## config.mk

```make
export PLATFORM = sky130hd
export DESIGN_NAME = wrr_pop_arbiter
export DESIGN_NICKNAME = d
export VERILOG_FILES = /design/src/rtl/wrr_pkg.sv /design/src/rtl/wrr_pop_arbiter_rr_pick.sv /design/src/rtl/wrr_pop_arbiter.sv
export SDC_FILE = /design/constraint.sdc
export NUM_CORES = 1
export LEC_CHECK = 0
export CAP_MARGIN = 20
export CORE_MARGIN = 2
export CORE_UTILIZATION = 40
export CTS_CLUSTER_DIAMETER = 150
export DETAILED_ROUTE_END_ITERATION = 8
export GPL_TIMING_DRIVEN = 0
export SETUP_SLACK_MARGIN = 0.05
export SLEW_MARGIN = 0
export SYNTH_ARGS = -nofsm -noshare
export SYNTH_HDL_FRONTEND = slang
export SYNTH_HIERARCHICAL = 1
export SYNTH_SLANG_ARGS = --single-unit
```

## constraint.sdc

```tcl
create_clock -name clk -period 4.54 [get_ports clk]
set_input_delay 0.908 -clock clk [delete_from_list [all_inputs] [get_ports clk]]
set_output_delay 0.908 -clock clk [all_outputs]
set_load 0.01 [all_outputs]
```

## src/rtl/wrr_pkg.sv

```systemverilog
// Shared constants, FSM state type and one-hot encoder for the weighted
// round-robin pop arbiter.
package wrr_pkg;

  localparam int NQ  = 4;
  localparam int IDW = 2;
  localparam int WW  = 4;

  typedef enum logic {
    IDLE  = 1'b0,
    BURST = 1'b1
  } state_t;

  // OR-reduce so a malformed (multi-hot) vector still yields a defined id.
  function automatic logic [IDW-1:0] onehot_to_id(input logic [NQ-1:0] oh);
    logic [IDW-1:0] id;
    id = {IDW{1'b0}};
    for (int i = 0; i < NQ; i++) begin
      id = id | ({IDW{oh[i]}} & IDW'(i));
    end
    return id;
  endfunction

endpackage

```

## src/rtl/wrr_pop_arbiter_rr_pick.sv

```systemverilog
// Rotating priority encoder: grants the first set request at or after ptr,
// wrapping modulo NQ.
module rr_pick #(
  parameter int NQ  = 4,
  parameter int IDW = 2
) (
  input  logic [NQ-1:0]  req,
  input  logic [IDW-1:0] ptr,
  output logic [NQ-1:0]  gnt,
  output logic [IDW-1:0] gnt_id,
  output logic           any
);

  logic [IDW-1:0] idx_s;

  // Walk ptr, ptr+1, ... and keep the first hit; idx wraps naturally in IDW bits.
  always_comb begin
    gnt    = {NQ{1'b0}};
    gnt_id = {IDW{1'b0}};
    any    = 1'b0;
    idx_s  = {IDW{1'b0}};
    for (int i = 0; i < NQ; i++) begin
      idx_s = ptr + IDW'(i);
      if (!any && req[idx_s]) begin
        any         = 1'b1;
        gnt[idx_s]  = 1'b1;
        gnt_id      = idx_s;
      end else begin
        any = any;
      end
    end
  end

endmodule

```

## src/rtl/wrr_pop_arbiter.sv

```systemverilog
// Weighted round-robin FIFO pop scheduler with runtime weights.
// Build option: STRICT_Q0_EN gives queue 0 strict priority over the rotation.
module wrr_pop_arbiter #(
  parameter int NQ             = wrr_pkg::NQ,
  parameter int IDW            = wrr_pkg::IDW,
  parameter int WW             = wrr_pkg::WW,
  parameter int WEIGHT_DEFAULT = 1
) (
  input  logic           clk,
  input  logic           reset,
  input  logic [NQ-1:0]  empty,
  input  logic [NQ-1:0]  almost_empty,
  input  logic           out_ready,
  input  logic           cfg_we,
  input  logic [IDW-1:0] cfg_addr,
  input  logic [WW-1:0]  cfg_weight,
  output logic [NQ-1:0]  pop,
  output logic [IDW-1:0] pop_id,
  output logic           valid,
  output logic           busy
);

  import wrr_pkg::state_t;
  import wrr_pkg::IDLE;
  import wrr_pkg::BURST;
  import wrr_pkg::onehot_to_id;

`ifdef STRICT_Q0_EN
  localparam bit STRICT = 1'b1;
`else
  localparam bit STRICT = 1'b0;
`endif

  localparam logic [IDW-1:0] ONE_ID = IDW'(1);
  localparam logic [WW-1:0]  ONE_W  = WW'(1);

  state_t         state_r, nstate_s;
  logic [IDW-1:0] ptr_r, nptr_s, cur_r, ncur_s, pop_id_r;
  logic [WW-1:0]  credit_r, ncredit_s;
  logic [WW-1:0]  weight_r [NQ];
  logic [NQ-1:0]  last_pop_r, last_ae_r, wnz_s, elig_s, pop_s, pick_gnt_s;
  logic [IDW-1:0] pick_id_s, sel_id_s;
  logic           pick_any_s, sel_go_s, valid_r, busy_r;

  // Queue 0 service leaves the rotation pointer alone when it has strict priority.
  function automatic logic [IDW-1:0] adv_ptr(input logic [IDW-1:0] id,
                                             input logic [IDW-1:0] ptr);
    return (STRICT && id == {IDW{1'b0}}) ? ptr : id + ONE_ID;
  endfunction

  // Eligibility: non-empty, enabled, and not the one-word FIFO we just drained.
  always_comb begin
    wnz_s = {NQ{1'b0}};
    for (int q = 0; q < NQ; q++) begin
      wnz_s[q] = (weight_r[q] != {WW{1'b0}});
    end
    elig_s = ~empty & wnz_s & ~(last_pop_r & last_ae_r);
  end

  rr_pick #(.NQ(NQ), .IDW(IDW)) u_pick (
    .req    (elig_s),
    .ptr    (ptr_r),
    .gnt    (pick_gnt_s),
    .gnt_id (pick_id_s),
    .any    (pick_any_s)
  );

  // Start-of-burst selection, with optional queue 0 override.
  always_comb begin
    if (STRICT && elig_s[0]) begin
      sel_id_s = {IDW{1'b0}};
      sel_go_s = out_ready;
    end else begin
      sel_id_s = pick_id_s;
      sel_go_s = out_ready & pick_any_s;
    end
  end

  // Pop decision and next-state computation.
  always_comb begin
    pop_s     = {NQ{1'b0}};
    nstate_s  = state_r;
    nptr_s    = ptr_r;
    ncur_s    = cur_r;
    ncredit_s = credit_r;
    case (state_r)
      IDLE: begin
        if (sel_go_s) begin
          pop_s[sel_id_s] = 1'b1;
          ncur_s          = sel_id_s;
          ncredit_s       = weight_r[sel_id_s] - ONE_W;
          if (weight_r[sel_id_s] == ONE_W) begin
            nptr_s = adv_ptr(sel_id_s, ptr_r);
          end else begin
            nstate_s = BURST;
          end
        end else begin
          nstate_s = IDLE;
        end
      end
      BURST: begin
        if (!out_ready) begin
          nstate_s = BURST;
        end else if (STRICT && cur_r != {IDW{1'b0}} && elig_s[0]) begin
          pop_s[0]  = 1'b1;
          ncredit_s = {WW{1'b0}};
          nptr_s    = cur_r + ONE_ID;
          nstate_s  = IDLE;
        end else if (elig_s[cur_r]) begin
          pop_s[cur_r] = 1'b1;
          ncredit_s    = (credit_r != {WW{1'b0}}) ? credit_r - ONE_W : {WW{1'b0}};
          if (credit_r <= ONE_W) begin
            nptr_s   = adv_ptr(cur_r, ptr_r);
            nstate_s = IDLE;
          end else begin
            nstate_s = BURST;
          end
        end else begin
          ncredit_s = {WW{1'b0}};
          nptr_s    = adv_ptr(cur_r, ptr_r);
          nstate_s  = IDLE;
        end
      end
      default: begin
        nstate_s  = IDLE;
        ncredit_s = {WW{1'b0}};
      end
    endcase
    if (reset) begin
      pop_s = {NQ{1'b0}};
    end else begin
      pop_s = pop_s;
    end
  end

  // State, weight table and registered status outputs.
  always_ff @(posedge clk) begin
    if (reset) begin
      state_r    <= IDLE;
      ptr_r      <= {IDW{1'b0}};
      cur_r      <= {IDW{1'b0}};
      credit_r   <= {WW{1'b0}};
      last_pop_r <= {NQ{1'b0}};
      last_ae_r  <= {NQ{1'b0}};
      valid_r    <= 1'b0;
      pop_id_r   <= {IDW{1'b0}};
      busy_r     <= 1'b0;
      for (int q = 0; q < NQ; q++) begin
        weight_r[q] <= WW'(WEIGHT_DEFAULT);
      end
    end else begin
      state_r    <= nstate_s;
      ptr_r      <= nptr_s;
      cur_r      <= ncur_s;
      credit_r   <= ncredit_s;
      last_pop_r <= pop_s;
      last_ae_r  <= almost_empty;
      valid_r    <= |pop_s;
      busy_r     <= (nstate_s == BURST);
      if (|pop_s) begin
        pop_id_r <= onehot_to_id(pop_s);
      end
      if (cfg_we) begin
        weight_r[cfg_addr] <= cfg_weight;
      end
    end
  end

  assign pop    = pop_s;
  assign pop_id = pop_id_r;
  assign valid  = valid_r;
  assign busy   = busy_r;

endmodule
```

=== Yosys cells after proc, flatten, opt, wreduce, memory -nomap -nowiden ===
Memory sizes are Yosys's and may differ from the RTL's.
Cells that the tools add are included.

* $add $sub $neg: 7
* Order comparisons: 9
* Equality and inequality tests: 5
* Mux-type cells: 52
* Bitwise operators: 9
* Reduce and logical (&&, ||, !) cells: 18

{| class="wikitable"
|+ Operators by type and width
! kind !! number
|-
| $mux 4 || 9
|-
| $mux 1 || 22
|-
| $mux 2 || 10
|-
| $reduce_bool 4->1 || 5
|-
| $lt 2x3->1 const B || 6
|-
| $pmux 4 s2 || 2
|-
| $and 4x4->4 || 3
|-
| $bmux 1 s2 || 5
|-
| $not 4->4 || 2
|-
| $reduce_or 4->1 || 2
|-
| $sub 4x1->4 const B || 2
|-
| $add 2x1->2 const B || 3
|-
| $ne 2x2->1 const B || 3
|-
| $logic_and 1x1->1 || 5
|-
| $add 2x2->2 const B || 2
|-
| $demux 1 s2 || 2
|-
| $eq 4x1->1 const B || 1
|-
| $ge 2x1->1 const B || 2
|-
| $le 4x1->1 const B || 1
|-
| $pmux 2 s2 || 1
|-
| $reduce_and 2->1 || 2
|-
| $reduce_and 4->1 || 1
|-
| $logic_not 1->1 || 3
|-
| $ne 3x2->1 const B || 1
|-
| other kinds (5) || 5
|}

* Flip-flop bits (word level): 20
* RAM bits: 16
* Input port bits: 18
* Output and inout port bits: 8
* Logic and storage cells: 109
* Memories: 1

{| class="wikitable"
|+ Memory list
! name !! depth !! bits a word !! read ports !! clocked after memory_dff !! write ports !! line !! source
|-
| weight_r || 4 || 4 || 5 || 0 || 4 || wrr_pop_arbiter.sv:40 || <nowiki>logic [WW-1:0] weight_r [NQ];</nowiki>
|}

=== Longest topological paths before layout ===
* Depth after elaboration: 24
* Mapped depth: 18
* Mapped depth without buffers: 15

=== Modules after synthesis ===
Netlist, hierarchy kept.

{| class="wikitable"
|+ Modules (own cells, without submodules)
! module !! times used !! cells an instance !! area each (µm²) !! sequential area each (µm²)
|-
| wrr_pop_arbiter || 1 || 186 || 1,876.8 || 880.8
|-
| rr_pick || 1 || 45 || 421.7 || 0.0
|}

=== Least setup slack after synthesis ===
OpenSTA, ideal clock, no wires.

* Kind: input -> register
* Start point: input empty[1]
* End point: register ptr_r[0]
* Setup time: 0.072 ns
* Arrival: 4.019 ns
* Data required time: 4.468 ns
* Setup slack: 0.450 ns
* Stages: 13
* Path buffers: 2
* Cell sequence: a211oi_1 mux4_2 clkbuf_1 o21ai_0 o31ai_1 buf_2 mux4_2 ha_1 nor3b_1 o21bai_1 o22ai_1 a21oi_1 mux2i_1

* Longest elaborated chain between the ends: 19
* Elaborated cells between the ends (all ways): 40
* Those cells by class: 1 x add/sub; 4 x eq/ne; 23 x mux; 4 x bitwise; 7 x reduce/logical; 1 x memory

{| class="wikitable"
|+ Ends and longest elaborated chain
! what !! line !! source
|-
| start, declared || wrr_pop_arbiter.sv:11 || <nowiki>input logic [NQ-1:0] empty,</nowiki>
|-
| $not 4->4 * || wrr_pop_arbiter.sv:57 || <nowiki>elig_s = ~empty & wnz_s & ~(last_pop_r & last_ae_r);</nowiki>
|-
| $and 4x4->4 * (2 in series) || wrr_pop_arbiter.sv:57 ||
|-
| $bmux 1 s2 || wrr_pop_arbiter_rr_pick.sv:24 || <nowiki>if (!any && req[idx_s]) begin</nowiki>
|-
| $mux 1 (not written as such) || wrr_pop_arbiter_rr_pick.sv:24 ||
|-
| $mux 1 || wrr_pop_arbiter_rr_pick.sv:24 ||
|-
| $logic_not 1->1 || wrr_pop_arbiter_rr_pick.sv:24 ||
|-
| $logic_and 1x1->1 || wrr_pop_arbiter_rr_pick.sv:24 ||
|-
| $mux 1 || wrr_pop_arbiter_rr_pick.sv:24 ||
|-
| (+3 left out) || n/a ||
|-
| $logic_not 1->1 || wrr_pop_arbiter_rr_pick.sv:24 ||
|-
| $logic_and 1x1->1 || wrr_pop_arbiter_rr_pick.sv:24 ||
|-
| $mux 2 * || wrr_pop_arbiter_rr_pick.sv:24 ||
|-
| named net pick_id_s[0] || wrr_pop_arbiter.sv:42 || <nowiki>logic [IDW-1:0] pick_id_s, sel_id_s;</nowiki>
|-
| $mem_v2 4x4 / $add 2x1->2 (equally long branches) || n/a ||
|-
| $eq 4x1->1 / $mux 2 (equally long branches) || wrr_pop_arbiter.sv:92 || <nowiki>if (weight_r[sel_id_s] == ONE_W) begin</nowiki>
|-
| $ne 2x2->1 (no line) / $mux 2 (equally long branches) || n/a ||
|-
| $reduce_and 4->1 (no line) / $pmux 2 s2 (equally long branches) || n/a ||
|-
| end signal, assigned || wrr_pop_arbiter.sv:140 || <nowiki>ptr_r <= {IDW{1'b0}};</nowiki>
|-
| end signal, assigned || wrr_pop_arbiter.sv:153 || <nowiki>ptr_r <= nptr_s;</nowiki>
|-
| end, declared || wrr_pop_arbiter.sv:38 || <nowiki>logic [IDW-1:0] ptr_r, nptr_s, cur_r, ncur_s, pop_id_r;</nowiki>
|}

Mark *: on every way through the listed nets, which the timed path passes. The rest lies on a longest branch. The select of a mux whose other input is x is not followed.
A chain may end at the register's enable or synchronous reset.

=== Final worst setup path ===
* Start point: input empty[0]
* End point: output pop[0]

* Longest elaborated chain between the ends: 22
* Elaborated cells between the ends (all ways): 38
* Those cells by class: 2 x order compare; 25 x mux; 4 x bitwise; 7 x reduce/logical

{| class="wikitable"
|+ Ends and longest elaborated chain
! what !! line !! source
|-
| $not 4->4 * || wrr_pop_arbiter.sv:57 ||
|-
| $and 4x4->4 * (2 in series) || wrr_pop_arbiter.sv:57 ||
|-
| named net elig_s[0] || wrr_pop_arbiter.sv:41 || <nowiki>logic [NQ-1:0] last_pop_r, last_ae_r, wnz_s, elig_s, pop_s, pick_gnt_s;</nowiki>
|-
| $bmux 1 s2 || wrr_pop_arbiter_rr_pick.sv:24 ||
|-
| $mux 1 (not written as such) || wrr_pop_arbiter_rr_pick.sv:24 ||
|-
| $mux 1 || wrr_pop_arbiter_rr_pick.sv:24 ||
|-
| $logic_not 1->1 || wrr_pop_arbiter_rr_pick.sv:24 ||
|-
| $logic_and 1x1->1 || wrr_pop_arbiter_rr_pick.sv:24 ||
|-
| (+7 left out) || n/a ||
|-
| named net pick_id_s[1] || wrr_pop_arbiter.sv:42 ||
|-
| $lt 2x3->1 (not written as such) / $ge 2x1->1 (equally long branches) || wrr_pop_arbiter.sv:89 || <nowiki>pop_s[sel_id_s] = 1'b1;</nowiki>
|-
| $logic_and 1x1->1 (not written as such) || wrr_pop_arbiter.sv:89 ||
|-
| $mux 1 (not written as such) || wrr_pop_arbiter.sv:89 ||
|-
| $demux 1 s2 * || wrr_pop_arbiter.sv:89 ||
|-
| $mux 4 * || wrr_pop_arbiter.sv:88 || <nowiki>if (sel_go_s) begin</nowiki>
|-
| $pmux 4 s2 * || wrr_pop_arbiter.sv:86 || <nowiki>case (state_r)</nowiki>
|-
| $mux 4 * || wrr_pop_arbiter.sv:129 || <nowiki>if (reset) begin</nowiki>
|-
| end, declared || wrr_pop_arbiter.sv:17 || <nowiki>output logic [NQ-1:0] pop,</nowiki>
|}

Marks and branches as above.

==> key figures <==
Place
  • Gpl congestion: 0.776
  • Post-placement worst setup slack: -0.789 ns
  • DP Wirelength: 3610 um
  • Placed instance area: 2490 sq um
  • Cells after DPL: 308
  • PortBufs: 23

Min path
  • HP Class: reg -> reg
  • Hold Path Depth: 2

Worst setup path
  • Worst Path Required: 3.63 ns
  • CP Capture Type: output port
  • Crit-path slowest cell: mux4_2
  • CP Launch Type: input port
  • Critical path's top delay family: buffers and inverters
  • Crit path kind: in -> out
  • Buf+Inv Stages, Crit Path: 4
  • Reg2reg path depth: 15
  • Delay of the slowest critical-path stage: 0.48 ns
  • Cells along the critical path: clkdlybuf4s50_1 -> a21oi_2 -> nor2b_4 -> mux4_2 -> buf_6 -> nor4b_4 -> nor2_1 -> a32o_2 -> buf_4 -> nor3_2 -> a21oi_2 -> nor2_1 -> buf_2
  • R2R setup slack: 0.34 ns
  • Worst-path maximum fanout: 10
  • CP Depth: 13
  • Crit path DAT: 3.58 ns

Floorplanning
  • Die ar.: 6030 sq um
  • DIE WIDTH: 77.6 um
  • Die H: 77.6 um
  • Core box area: 5170 sq um
  • IO Pins: 26
  • Starting Density: 41.9%
  • Rows: 26

Global routing
  • Antenna violations before repair: 0
  • Largest net degree at the start of global routing: 12
  • Gr usage total: 16.5%
  • Number of global-route vias before repair: 1620
  • Remaining Overflow, GRT: 0
  • First-pass GRT wire length: 7930 um

Clocking
  • CTS tree: done
  • Root buf cell: clkbuf_8
  • Htree depth: 2
  • Hold_buf cts: 0
  • CTS buffer count: 5
  • Worst-Skew Late Latency: 0.28 ns
  • Clock sink total: 36
  • CTS clk-pin slew, worst paths: 0.08 ns
  • Max clock buf depth: 2

Timing
  • Worst-Margin Slew: 0.647 ns
  • Final hold violation count: 0
  • Final worst setup slack: 0.0565 ns
  • WHS: 0.499 ns
  • Fmax: 0.223 GHz
  • Relative slew slack: 56.5%
  • Final TNS setup: 0 ns
  • Clock skew: 0.00717 ns
  • Slew Limit Fails: 0
  • Final min period: 4.48 ns
  • Setup violators final: 0
  • RSZ-0062 raised after global routing: yes
  • Final period util: 98.8%

Finish
  • Area grow syn2layout: 26.3%
  • Antenna cells: 0
  • Fin area: 2740 sq um
  • Core Util, Final: 53.0%
  • Multi-input logic area: 1290 sq um
  • # fillers: 501
  • Final std cells w/o fill: 324
  • Final-stage net count: 274
  • Seq. cell area: 881 sq um
  • Layout cells sized above 1: 23.6%

Route
  • Vias/cell: 5.33
  • Met2 WL post-DR: 2400 um
  • DRC viols: 0
  • DRT met1 WL: 2190 um
  • Vias: 1727
  • Pre-Repair DR Iteration Count: 4
  • Initial DRC count: 94
  • Top sig layer: met4
  • Post-Route WL: 4880 um
  • Final ANT Viol Nets: 0
  • Wire length on met3: 225 um
  • Avg WL per Cell: 15.1 um

Yosys
  • Synthesized area per cell: 10.1 sq um
  • Syn Nets: 236
  • Syn. warnings: 6
  • Synthesized instance count: 215
  • Mapped Area: 2170 sq um

Outcome
  • Status: finished, final reports clean

Power and ir drop
  • Power per cell area: 634 nW/um^2
  • Pwr Total: 1.74 mW
  • Static Leak: 0.994 nW
  • Peak supply drop: 0.000291 V

Job
  • MaxCap Viol Count: 0
==> cell type report <==
type	instances	share of cell area, %
tap	70	3.20
clock buffer	7	3.15
timing repair buffer	31	10.4
buffer	14	2.79
inverter	8	1.10
sequential	36	32.2
clock inverter	1	0.137
multi-input combinational	157	47.1
==> final timing paths <==
path                                 from                    end
min reg2reg         ptr_r[0]$_SDFFE_PP0P_  ptr_r[0]$_SDFFE_PP0P_
max                              empty[0]                 pop[0]
min                 ptr_r[0]$_SDFFE_PP0P_  ptr_r[0]$_SDFFE_PP0P_
max reg2reg  weight_r[0][1]$_SDFFCE_PN0P_  ptr_r[0]$_SDFFE_PP0P_
==> layer usage <==
| layer | up-vias | GRT usage (%) |
|---|---|---|
| met2 | 39 | 27.6 |
| li1 | 868 | - |
| met5 | - | 0 |
| met4 | 0 | 4.29 |
| met1 | 816 | 21.6 |
| met3 | 4 | 3.49 |
==> cell usage in the layout (no fill, tap or decap), types with 4 or more instances in the layout <==
cell	instances
a31oi_1	4
inv_1	8
edfxtp_1	16
mux2i_1	5
clkbuf_8	6
nand2b_1	10
nand2_1	11
buf_4	9
a21oi_1	8
nor2_1	14
nor2b_1	8
nor3_1	5
clkbuf_1	10
dfxtp_1	20
clkdlybuf4s50_1	19
mux4_2	6
and2_1	14
==> worst reg2reg max path: cells and delay by family (launching register included) <==
kind / cells / cell delay (ns)
AND/OR/NAND/NOR: 5 / 1.08
adder cells (fa/ha/maj): 1 / 0.22
buffers and inverters: 2 / 0.34
AO/OA/AOI/OAI: 4 / 0.82
flip-flops: 1 / 0.41
multiplexers: 3 / 1.29
==> registers in the layout (all words and copies together), names as in the netlist <==
register / count
cur_r: 2
busy: 1
ptr_r: 2
credit_r: 4
last_pop_r: 4
pop_id: 2
last_ae_r: 4
valid: 1
weight_r: 16
==> timing repair <==
item,CTS,global route
setup endpoints to repair,9,8
resized for setup,20,23
buffers inserted,5,3
pin swaps,3,6
==> report_power, final <==
group          internal (mW)  switching [mW]  leakage, nW
Combinational          0.524           0.532        0.628
Clock                  0.122           0.114       0.0459
Sequential             0.401          0.0435        0.321
Power figures use the tool's default switching activity.
